**config.mk**
```make
export PLATFORM = sky130hd
export DESIGN_NAME = dp_cache_responder
export DESIGN_NICKNAME = d
export VERILOG_FILES = /design/src/rtl/dp_cache_responder_pkg.sv /design/src/rtl/dp_cache_responder_arbiter.sv /design/src/rtl/dp_cache_responder.sv
export SDC_FILE = /design/constraint.sdc
export NUM_CORES = 1
export LEC_CHECK = 0
export ABC_AREA = 1
export ABC_CLOCK_PERIOD_IN_PS = 1500
export BUFFER_PORTS_ARGS = -buffer_cell sky130_fd_sc_hd__buf_2
export CAP_MARGIN = 20
export CORE_MARGIN = 2
export CORE_UTILIZATION = 43
export DETAILED_ROUTE_END_ITERATION = 16
export HOLD_SLACK_MARGIN = 0.03
export PLACE_DENSITY_LB_ADDON = 0.15
export SYNTH_ARGS = -nofsm -noshare
export SYNTH_HDL_FRONTEND = slang
export SYNTH_SLANG_ARGS = --single-unit
```
**constraint.sdc**
```tcl
create_clock -name CLK -period 1.5 [get_ports CLK]
set_input_delay 0.075 -clock CLK [delete_from_list [all_inputs] [get_ports CLK]]
set_output_delay 0.075 -clock CLK [all_outputs]
set_load 0.1 [all_outputs]
```
**src/rtl/dp_cache_responder_pkg.sv**
```systemverilog
// ============================================================================
// Module      : dp_cache_responder_pkg
// Description : Shared types for the datapath cache responder.
// Revision    : 1.0 - initial release
// ============================================================================
`default_nettype none

package dp_cache_responder_pkg;

    localparam int C_ADDR_W = 32;
    localparam int C_DATA_W = 32;

    typedef logic [C_DATA_W-1:0] word_t;
    typedef logic [C_ADDR_W-1:0] addr_t;

    typedef enum logic [1:0] {
        IDLE,
        IACC,
        DACC,
        RESP
    } dcr_state_t;

    typedef enum logic [1:0] {
        OP_IREAD,
        OP_DREAD,
        OP_DWRITE
    } mem_op_t;

endpackage

`default_nettype wire

```
**src/rtl/dp_cache_responder_arbiter.sv**
```systemverilog
// ============================================================================
// Module      : dcr_arbiter
// Description : IDLE-state grant logic with a data-streak limiter that lets a
//               waiting instruction fetch in after MAX_D_STREAK data grants.
// Revision    : 1.0 - initial release
// ============================================================================
`default_nettype none

module dcr_arbiter
    import dp_cache_responder_pkg::*;
#(
    parameter int MAX_D_STREAK = 4
) (
    input  logic       CLK,
    input  logic       rst,
    input  logic       imemREN,
    input  logic       dmemREN,
    input  logic       dmemWEN,
    input  dcr_state_t state,
    output logic       grant_i,
    output logic       grant_d
);

    localparam int C_SW = $clog2(MAX_D_STREAK + 1);
    localparam logic [C_SW-1:0] c_streak_max = C_SW'(MAX_D_STREAK);
    localparam logic [C_SW-1:0] c_one        = C_SW'(1);

    logic [C_SW-1:0] r_d_streak;
    logic            w_dreq;
    logic            w_i_forced;

    assign w_dreq     = dmemREN | dmemWEN;
    assign w_i_forced = imemREN && (r_d_streak == c_streak_max);

    assign grant_d = (state == IDLE) && w_dreq && !w_i_forced;
    assign grant_i = (state == IDLE) && imemREN && (!w_dreq || w_i_forced);

    always_ff @(posedge CLK) begin
        if (rst) begin
            r_d_streak <= '0;
        end else if (grant_i) begin
            r_d_streak <= '0;
        end else if (grant_d) begin
            // Only data grants that actually starve a fetch count toward the limit.
            if (!imemREN)
                r_d_streak <= '0;
            else if (r_d_streak != c_streak_max)
                r_d_streak <= r_d_streak + c_one;
        end
    end

endmodule

`default_nettype wire

```
**src/rtl/dp_cache_responder.sv**
```systemverilog
// ============================================================================
// Module      : dp_cache_responder
// Description : Serves datapath fetch and load/store requests over a single
//               ready-handshaked memory port, returning ihit/dhit pulses.
// Revision    : 1.0 - initial release
// ============================================================================
`default_nettype none

module dp_cache_responder
    import dp_cache_responder_pkg::*;
#(
    parameter int ADDR_W       = C_ADDR_W,
    parameter int DATA_W       = C_DATA_W,
    parameter int MAX_D_STREAK = 4
) (
    input  logic              CLK,
    input  logic              rst,
    input  logic              imemREN,
    input  logic [ADDR_W-1:0] imemaddr,
    output logic              ihit,
    output logic [DATA_W-1:0] imemload,
    input  logic              dmemREN,
    input  logic              dmemWEN,
    input  logic [ADDR_W-1:0] dmemaddr,
    input  logic [DATA_W-1:0] dmemstore,
    output logic              dhit,
    output logic [DATA_W-1:0] dmemload,
    output logic              mem_ren,
    output logic              mem_wen,
    output logic [ADDR_W-1:0] mem_addr,
    output logic [DATA_W-1:0] mem_wdata,
    input  logic [DATA_W-1:0] mem_rdata,
    input  logic              mem_ready
);

    dcr_state_t r_state;
    mem_op_t    r_op;
    logic       w_grant_i;
    logic       w_grant_d;

    dcr_arbiter #(
        .MAX_D_STREAK (MAX_D_STREAK)
    ) u_arbiter (
        .CLK     (CLK),
        .rst     (rst),
        .imemREN (imemREN),
        .dmemREN (dmemREN),
        .dmemWEN (dmemWEN),
        .state   (r_state),
        .grant_i (w_grant_i),
        .grant_d (w_grant_d)
    );

    // A fetch is only acknowledged if the datapath still wants the same address.
    assign ihit = (r_state == RESP) && (r_op == OP_IREAD) && imemREN && (imemaddr == mem_addr);
    assign dhit = (r_state == RESP) && (r_op != OP_IREAD);

    always_ff @(posedge CLK) begin
        if (rst) begin
            r_state   <= IDLE;
            r_op      <= OP_IREAD;
            mem_ren   <= 1'b0;
            mem_wen   <= 1'b0;
            mem_addr  <= '0;
            mem_wdata <= '0;
            imemload  <= '0;
            dmemload  <= '0;
        end else begin
            case (r_state)
                IDLE: begin
                    if (w_grant_d) begin
                        r_op      <= dmemWEN ? OP_DWRITE : OP_DREAD;
                        mem_addr  <= dmemaddr;
                        mem_wdata <= dmemstore;
                        mem_wen   <= dmemWEN;
                        mem_ren   <= !dmemWEN;
                        r_state   <= DACC;
                    end else if (w_grant_i) begin
                        r_op      <= OP_IREAD;
                        mem_addr  <= imemaddr;
                        mem_ren   <= 1'b1;
                        r_state   <= IACC;
                    end
                end
                IACC: begin
                    if (mem_ready) begin
                        imemload <= mem_rdata;
                        mem_ren  <= 1'b0;
                        r_state  <= RESP;
                    end
                end
                DACC: begin
                    if (mem_ready) begin
                        if (r_op == OP_DREAD)
                            dmemload <= mem_rdata;
                        mem_ren <= 1'b0;
                        mem_wen <= 1'b0;
                        r_state <= RESP;
                    end
                end
                default: begin
                    r_state <= IDLE;
                end
            endcase
        end
    end

endmodule

`default_nettype wire

```
==> metrics.md, run 1 <==
| Metric | Value |
|---|---|
| Worst Setup EP | `ihit` |
| Place WS | `-0.0798 ns` |
| Syn Std Cell Area | `5980 um^2` |
| Leakage | `5.23 nW` |
| Area Overhead vs Synth | `73.5%` |
| Estimated wirelength of the detail-placed design | `12500 um` |
| Distinct cells, synth | `23` |
| Final WL | `21500 um` |
| Maximum vdd drop | `1600 uV` |
| Max clock buf depth | `2` |
| Port-buffer cells | `265` |
| Final setup violation count | `73` |
| Total power | `23.6 mW` |
| Comb pwr share | `60.6%` |
| Final non-filler cell area | `10400 um^2` |
| Final hold vios | `0` |
| Clock power share | `17.3%` |
| Nets | `1433` |
| Initial antenna violation count | `1` |
| Switching Fraction | `52.3%` |
| Row count | `43` |
| Global route overflow | `0` |
| Die Y | `122 um` |
| Most frequent cells in the layout | `buf_2 (263), nor2_1 (181), nand2_1 (152)` |
| R2R Path Start | `r_state[1]$_SDFFE_PP0P_` |
| Status | `complete, but fails checks` |
| Proportion of layout cells with a drive suffix above 1 | `38.4%` |
| Critical-path cell list | `buf_6 > ha_4 > nand2_2 > inv_2 > nand2_2 > nor2_1 > nand2_1 > nor2_1 > nand3_2 > nor2_4 > buf_12` |
| Ys Warns | `0` |
| Setup Skew | `0.00934 ns` |
| R2r endpoint | `mem_addr[27]$_SDFFE_PP0P_` |
| Global Route Usage Sum | `25.5%` |
| TritonCTS clock tree | `built` |
| Crit-path max FO | `2` |
| Worst skew pair latency | `0.41 ns` |
| RSZ-0062 raised after global routing | `true` |
| Least-Margin Pin Slew | `0.526 ns` |
| Initial DRC Count | `415` |
| Via count | `7191` |
| Cell with the biggest individual delay on the critical path | `dfxtp_2` |
| Synth top area share | `45.8%` |
| Die width | `122 um` |
| DR WL/cell | `14.5 um` |
| Flop pwr share | `22.1%` |
| Top cells by area, synth | `dfxtp_1 (46%), nor2_1 (14%), nand2_1 (11%), o21ai_0 (8.4%), inv_1 (6.6%)` |
| Critical path class | `reg -> out` |
| Min Tclk post-route | `1.87 ns` |
| Cells after synthesis | `880` |
| Die area | `14900 um^2` |
| Seq cells post-synth | `137` |
| GPL Wtd Cong | `0.802` |
| Hold Crit Class | `in -> reg` |
| Maximum clock rate | `535 MHz` |
| First-pass GRT wire length | `30300 um` |
| FF-to-FF path depth | `12` |
| Failing checks | `negative setup slack` |
| Post-synth top area cell | `dfxtp_1` |
| Fill count | `1042` |
| Syn avg cell area | `6.80 um^2` |
| Max_cap viols | `0` |
| P_sw | `12.3 mW` |
| Reg2Reg Setup Slack | `-0.18 ns` |
| Critical path's largest stage delay | `0.34 ns` |
| Slew Viols, Final | `0` |
| Register area share after synthesis | `45.8%` |
| Critical Path End Type | `output pin` |
| Root Driver | `clkbuf_16` |
| Commonest non-fill, non-tap cell in the layout | `buf_2` |
| Placed cell area | `7800 um^2` |
| Ports | `266` |
| Pwr/cell area | `2270 nW/um^2` |
| Core area | `13700 um^2` |
| Number of nets with antenna violations after routing | `0` |
| Critical Path RT | `1.42 ns` |
| Clock transition at path regs | `0.06 ns` |
| Largest net degree at the start of global routing | `68` |
| Startpoint Class | `flop` |
| Setup slack after layout | `-0.370 ns` |
| Initial Util | `43.6%` |
| Syn nets | `1020` |
| DRC viols | `0` |
| Internal | `11.2 mW` |
| Fin crit share | `125%` |
| Slew HR | `65.2%` |
| Data arrival, critical path | `1.80 ns` |
| Htree depth | `4` |
| Setup TNS | `-7.57 ns` |
| Vias/cell | `4.84` |
| Number of global-route vias before repair | `6514` |
| Crit path launch | `r_state[0]$_SDFFE_PP0P_` |
| Drt pass-1 iters | `5` |
| Clock sink count | `137` |
| TritonCTS Buffers | `17` |
Yosys cell counts:
cell and number:
a21oi_1 39, a21oi_2 1, buf_2 12, buf_4 5, buf_6 2, buf_8 1, clkbuf_1 26, dfxtp_1 137
ha_1 6, inv_1 106, inv_2 3, nand2_1 169, nand2_2 1, nand3_1 9, nand4_1 8, nor2_1 218
nor2_2 2, o211ai_1 29, o21ai_0 100, o21ai_1 3, or2_1 1, or2_2 1, xor2_1 1
sequential cells by signal, indices dropped and copies added (netlist names):
register and flops:
r_state 2, r_op 2, mem_wen 1, dmemload 32, u_arbiter.r_d_streak 3, imemload 32
mem_ren 1, mem_wdata 32, mem_addr 32
layout make-up:
type,instances,area [um^2],share of cell area [%]
sequential,137,2790,26.8
timing repair inverter,1,16.3,0.157
multi-input combinational,588,2970,28.6
clock buffer,21,450,4.34
clock inverter,11,123,1.18
timing repair buffer,439,3380,32.5
inverter,109,438,4.22
antenna,1,2.50,0.0241
tap,180,225,2.17
repair_timing:
| item | in CTS | in global routing |
|---|---|---|
| gates resized for setup | 18 | 187 |
| cloned | 2 | 16 |
| pin swaps | 6 | 41 |
| hold endpoints to repair | 134 | 0 |
| buffers inserted | 2 | 9 |
| endpoints found under the setup margin | 72 | 133 |
| hold buffers | 108 | 0 |
per-layer routing:
| layer | track usage, % | share of wire, % |
|---|---|---|
| met2 | 42.9 | 48 |
| met1 | 31.3 | 43 |
| met4 | 10.6 | 3.1 |
| met5 | 0 | 0 |
| met3 | 5.81 | 6.0 |
how the worst min path moves through the flow:
stage,from,endpoint,depth (start not counted)
after CTS,imemaddr[22],mem_addr[22]$_SDFFE_PP0P_,5
after global placement,dmemstore[25],mem_wdata[25]$_SDFFE_PP0P_,3
after floorplan,dmemstore[25],mem_wdata[25]$_SDFFE_PP0P_,2
after detailed placement,dmemstore[26],mem_wdata[26]$_SDFFE_PP0P_,3
after global routing,imemaddr[15],mem_addr[15]$_SDFFE_PP0P_,5
final,imemaddr[8],mem_addr[8]$_SDFFE_PP0P_,5
critical path, delay by kind of cell (launching register included):
family | cells | cell delay, ns
adder cells (fa/ha/maj) | 1 | 0.12
buffers and inverters | 3 | 0.33
flip-flops | 1 | 0.34
AND/OR/NAND/NOR | 7 | 0.59
power by group through the flow:
stage,clock (mW),combinational (mW),sequential (mW)
detailed placement,0,11.7,5.18
CTS,4.14,12.3,5.13
global placement,0,11.6,5.17
floorplan,0,3.25,11.2
global route,4.28,15.0,5.32
finish,4.08,14.3,5.21
through the flow:
stage / util (%) / std cells / hold WS (ns)
after global routing: 75.7 / 1487 / 0.0466
final: 75.7 / 1487 / 0.0430
after detailed placement: 56.9 / 1318 / 0.329
after CTS: 69.9 / 1462 / 0.0318
after floorplan: - / 880 / 0.224
after global placement: 56.9 / 1318 / 0.319
kinds of logic after synthesis:
logic type                 Yosys count  share of synthesized area [%]
AOI/OAI and AO/OA                  172                           15.7
xor gates and xnor gates             1                          0.146
adders and majority gates            6                           1.25
buffers and inverters              155                           10.7
DFF                                137                           45.8
and+or+nand+nor                    409                           26.4
No activity file was read; power rests on OpenSTA's default activity.
==> inputs of run 2 (changes only) <==
Settings changed: SETUP_SLACK_MARGIN set to 0.5, SKIP_CTS_REPAIR_TIMING set to 1, SLEW_MARGIN set to 20.
==> run 2 against run 1 <==
Net effect:
- the flow finishes with violations (negative hold slack, negative setup slack)
- worst hold slack worse by 0.062 ns
- combinational power up 13%
- clock skew up 0.00062 ns
- global-route usage down 2.7 points
- critical path depth down 3
- sequential share of layout area down 0.81 points
- setup slack worse by 0.086 ns
- core utilization up 8.0 points
- register-to-register slack worse by 0.17 ns
- die area unchanged
- cell count down 0.81%
==> metrics.md, run 2 (same netlist as run 1, synthesis figures left out) <==
| Metric | Value |
|---|---|
| Max clock buf depth | `2 (unchanged)` |
| Final setup violation count | `103 (+41%)` |
| Critical path class | `reg -> out` |
| Clock power share | `16.2% (-1.1 points)` |
| Ports | `266 (unchanged)` |
| Critical Path End Type | `output pin` |
| TritonCTS Buffers | `17 (unchanged)` |
| Crit-path max FO | `3 (+1)` |
| Final non-filler cell area | `11500 um^2 (+11%)` |
| Flop pwr share | `22.2% (about the same)` |
| Hold Crit Class | `in -> reg` |
| RSZ-0062 raised after global routing | `true` |
| Final hold vios | `1 (+1)` |
| Global route overflow | `0 (unchanged)` |
| Final WL | `24100 um (+12%)` |
| Port-buffer cells | `265 (unchanged)` |
| Switching Fraction | `50.0% (-2.3 points)` |
| Reg2Reg Setup Slack | `-0.35 ns (-0.17 ns)` |
| Fin Hold WS | `-0.0193 ns (-0.0623 ns)` |
| Maximum clock rate | `511 MHz (-4.4%)` |
| Largest net degree at the start of global routing | `66 (-2.9%)` |
| Critical path's largest stage delay | `0.36 ns (+0.02 ns)` |
| Row count | `43 (unchanged)` |
| Die Y | `122 um (unchanged)` |
| TritonCTS clock tree | `built` |
| Die width | `122 um (unchanged)` |
| Initial Util | `43.6% (unchanged)` |
| Initial antenna violation count | `1 (unchanged)` |
| Fin crit share | `130% (+5.8 points)` |
| Htree depth | `4 (unchanged)` |
| Number of nets with antenna violations after routing | `0 (unchanged)` |
| Most frequent cells in the layout | `buf_2 (212), nor2_1 (157), nand2_1 (149)` |
| Placed cell area | `7980 um^2 (+2.3%)` |
| Initial DRC Count | `527 (+27%)` |
| DRC viols | `0 (unchanged)` |
| Drt pass-1 iters | `5 (unchanged)` |
| Nets | `1421 (-0.84%)` |
| Critical-path cell list | `nor2_2 > nand2_2 > nor2_4 > nand2_1 > nor2_1 > nand3_2 > nor2_4 > buf_12` |
| GPL Wtd Cong | `0.809 (+0.84%)` |
| Die area | `14900 um^2 (unchanged)` |
| Core area | `13700 um^2 (unchanged)` |
| Slew HR | `65.9% (+0.69 points)` |
| Most used cell, CP | `nor2_4` |
| Worst skew pair latency | `0.42 ns (about the same)` |
| Setup Skew | `0.00996 ns (+0.000621 ns)` |
| DR WL/cell | `16.4 um (+13%)` |
| Setup slack after layout | `-0.456 ns (-0.0864 ns)` |
| Internal | `13.1 mW (+17%)` |
| Data arrival, critical path | `1.88 ns (+0.08 ns)` |
| P_sw | `13.1 mW (+6.4%)` |
| Clock sink count | `137 (unchanged)` |
| End-of-flow core utilization | `83.6% (+8.0 points)` |
| Via count | `7417 (+3.1%)` |
| Global Route Usage Sum | `22.8% (-2.7 points)` |
| Failing checks | `negative hold slack, negative setup slack` |
| Least-Margin Pin Slew | `0.515 ns (-0.0104 ns)` |
| Leakage | `5.50 nW (+5.2%)` |
| Number of global-route vias before repair | `5714 (-12%)` |
| Max_cap viols | `0 (unchanged)` |
| Clock transition at path regs | `0.06 ns (about the same)` |
| Proportion of layout cells with a drive suffix above 1 | `47.8% (+9.5 points)` |
| Status | `complete, but fails checks` |
| Estimated wirelength of the detail-placed design | `12300 um (-1.4%)` |
| First-pass GRT wire length | `26900 um (-11%)` |
| Startpoint Class | `flop` |
| Critical Path RT | `1.42 ns (about the same)` |
| Vias/cell | `5.03 (+4.0%)` |
| Cell with the biggest individual delay on the critical path | `dfxtp_1` |
| Maximum vdd drop | `1760 uV (+10%)` |
| Area Overhead vs Synth | `91.7%` |
| Commonest non-fill, non-tap cell in the layout | `buf_2` |
| Slew Viols, Final | `0 (unchanged)` |
| Comb pwr share | `61.6% (+1.0 points)` |
| Pwr/cell area | `2290 nW/um^2 (+0.80%)` |
| Root Driver | `clkbuf_16` |
| Min Tclk post-route | `1.96 ns (+0.0864 ns)` |
run 2: power by group through the flow:
| stage | registers, mW | logic, mW | clock network, mW |
|---|---|---|---|
| after global routing | 5.92 | 16.8 | 4.45 |
| after CTS | 5.35 | 11.7 | 4.28 |
| after floorplan | 11.4 | 3.81 | 0 |
| after detailed placement | 5.40 | 11.7 | 0 |
| after global placement | 5.39 | 11.6 | 0 |
| final | 5.83 | 16.2 | 4.25 |
run 2: final cells by class:
| class | count | area [um^2] |
|---|---|---|
| Timing Repair Buffer | 424 | 3970 |
| Multi-Input combinational cell | 589 | 3170 |
| Sequential cell | 137 | 2990 |
| Fill cell | 793 | 2240 |
| Clock buffer | 25 | 527 |
| Inverter | 109 | 465 |
| Tap cell | 180 | 225 |
| Clock inverter | 7 | 76.3 |
| Timing Repair inverter | 3 | 57.6 |
| Antenna cell | 1 | 2.50 |
run 2: metal layers:
layer | up-vias | track usage (%) | share of wire, %
met5 | - | 0 | 0
met4 | 0 | 8.98 | 3.8
met3 | 79 | 5.10 | 5.9
met2 | 323 | 38.9 | 53
met1 | 3440 | 27.9 | 38
li1 | 3575 | - | -
run 2: critical path, delay by kind of cell, from the launching register on:
kind,cells,cell delay [ns]
DFF,1,0.36
buffers and inverters,1,0.18
and+or+nand+nor,7,0.92
run 2: per-stage QoR:
stage	setup TNS (ns)	setup WS (ns)	total power [mW]	hold WS, ns	instances
floorplan	-0.109	-0.109	15.2	0.217	880
global placement	-0.0204	-0.0204	17.0	0.326	1306
detailed placement	-0.160	-0.0304	17.1	0.328	1306
CTS	-0.695	-0.487	21.4	-0.113	1338
global route	-22.94	-0.564	27.2	0.0210	1475
finish	-15.74	-0.456	26.2	-0.0193	1475
run 2: path summary, 6_finish.rpt:
check | startpoint | to | cells after the start
setup reg to reg | r_state[0]$_SDFFE_PP0P_ | mem_addr[7]$_SDFFE_PP0P_ | 13
hold reg to reg | dmemload[24]$_SDFFE_PP0P_ | dmemload[24]$_SDFFE_PP0P_ | 2
setup / recovery | r_op[1]$_SDFFE_PP0P_ | ihit | 8
hold / removal | dmemaddr[0] | mem_addr[0]$_SDFFE_PP0P_ | 5
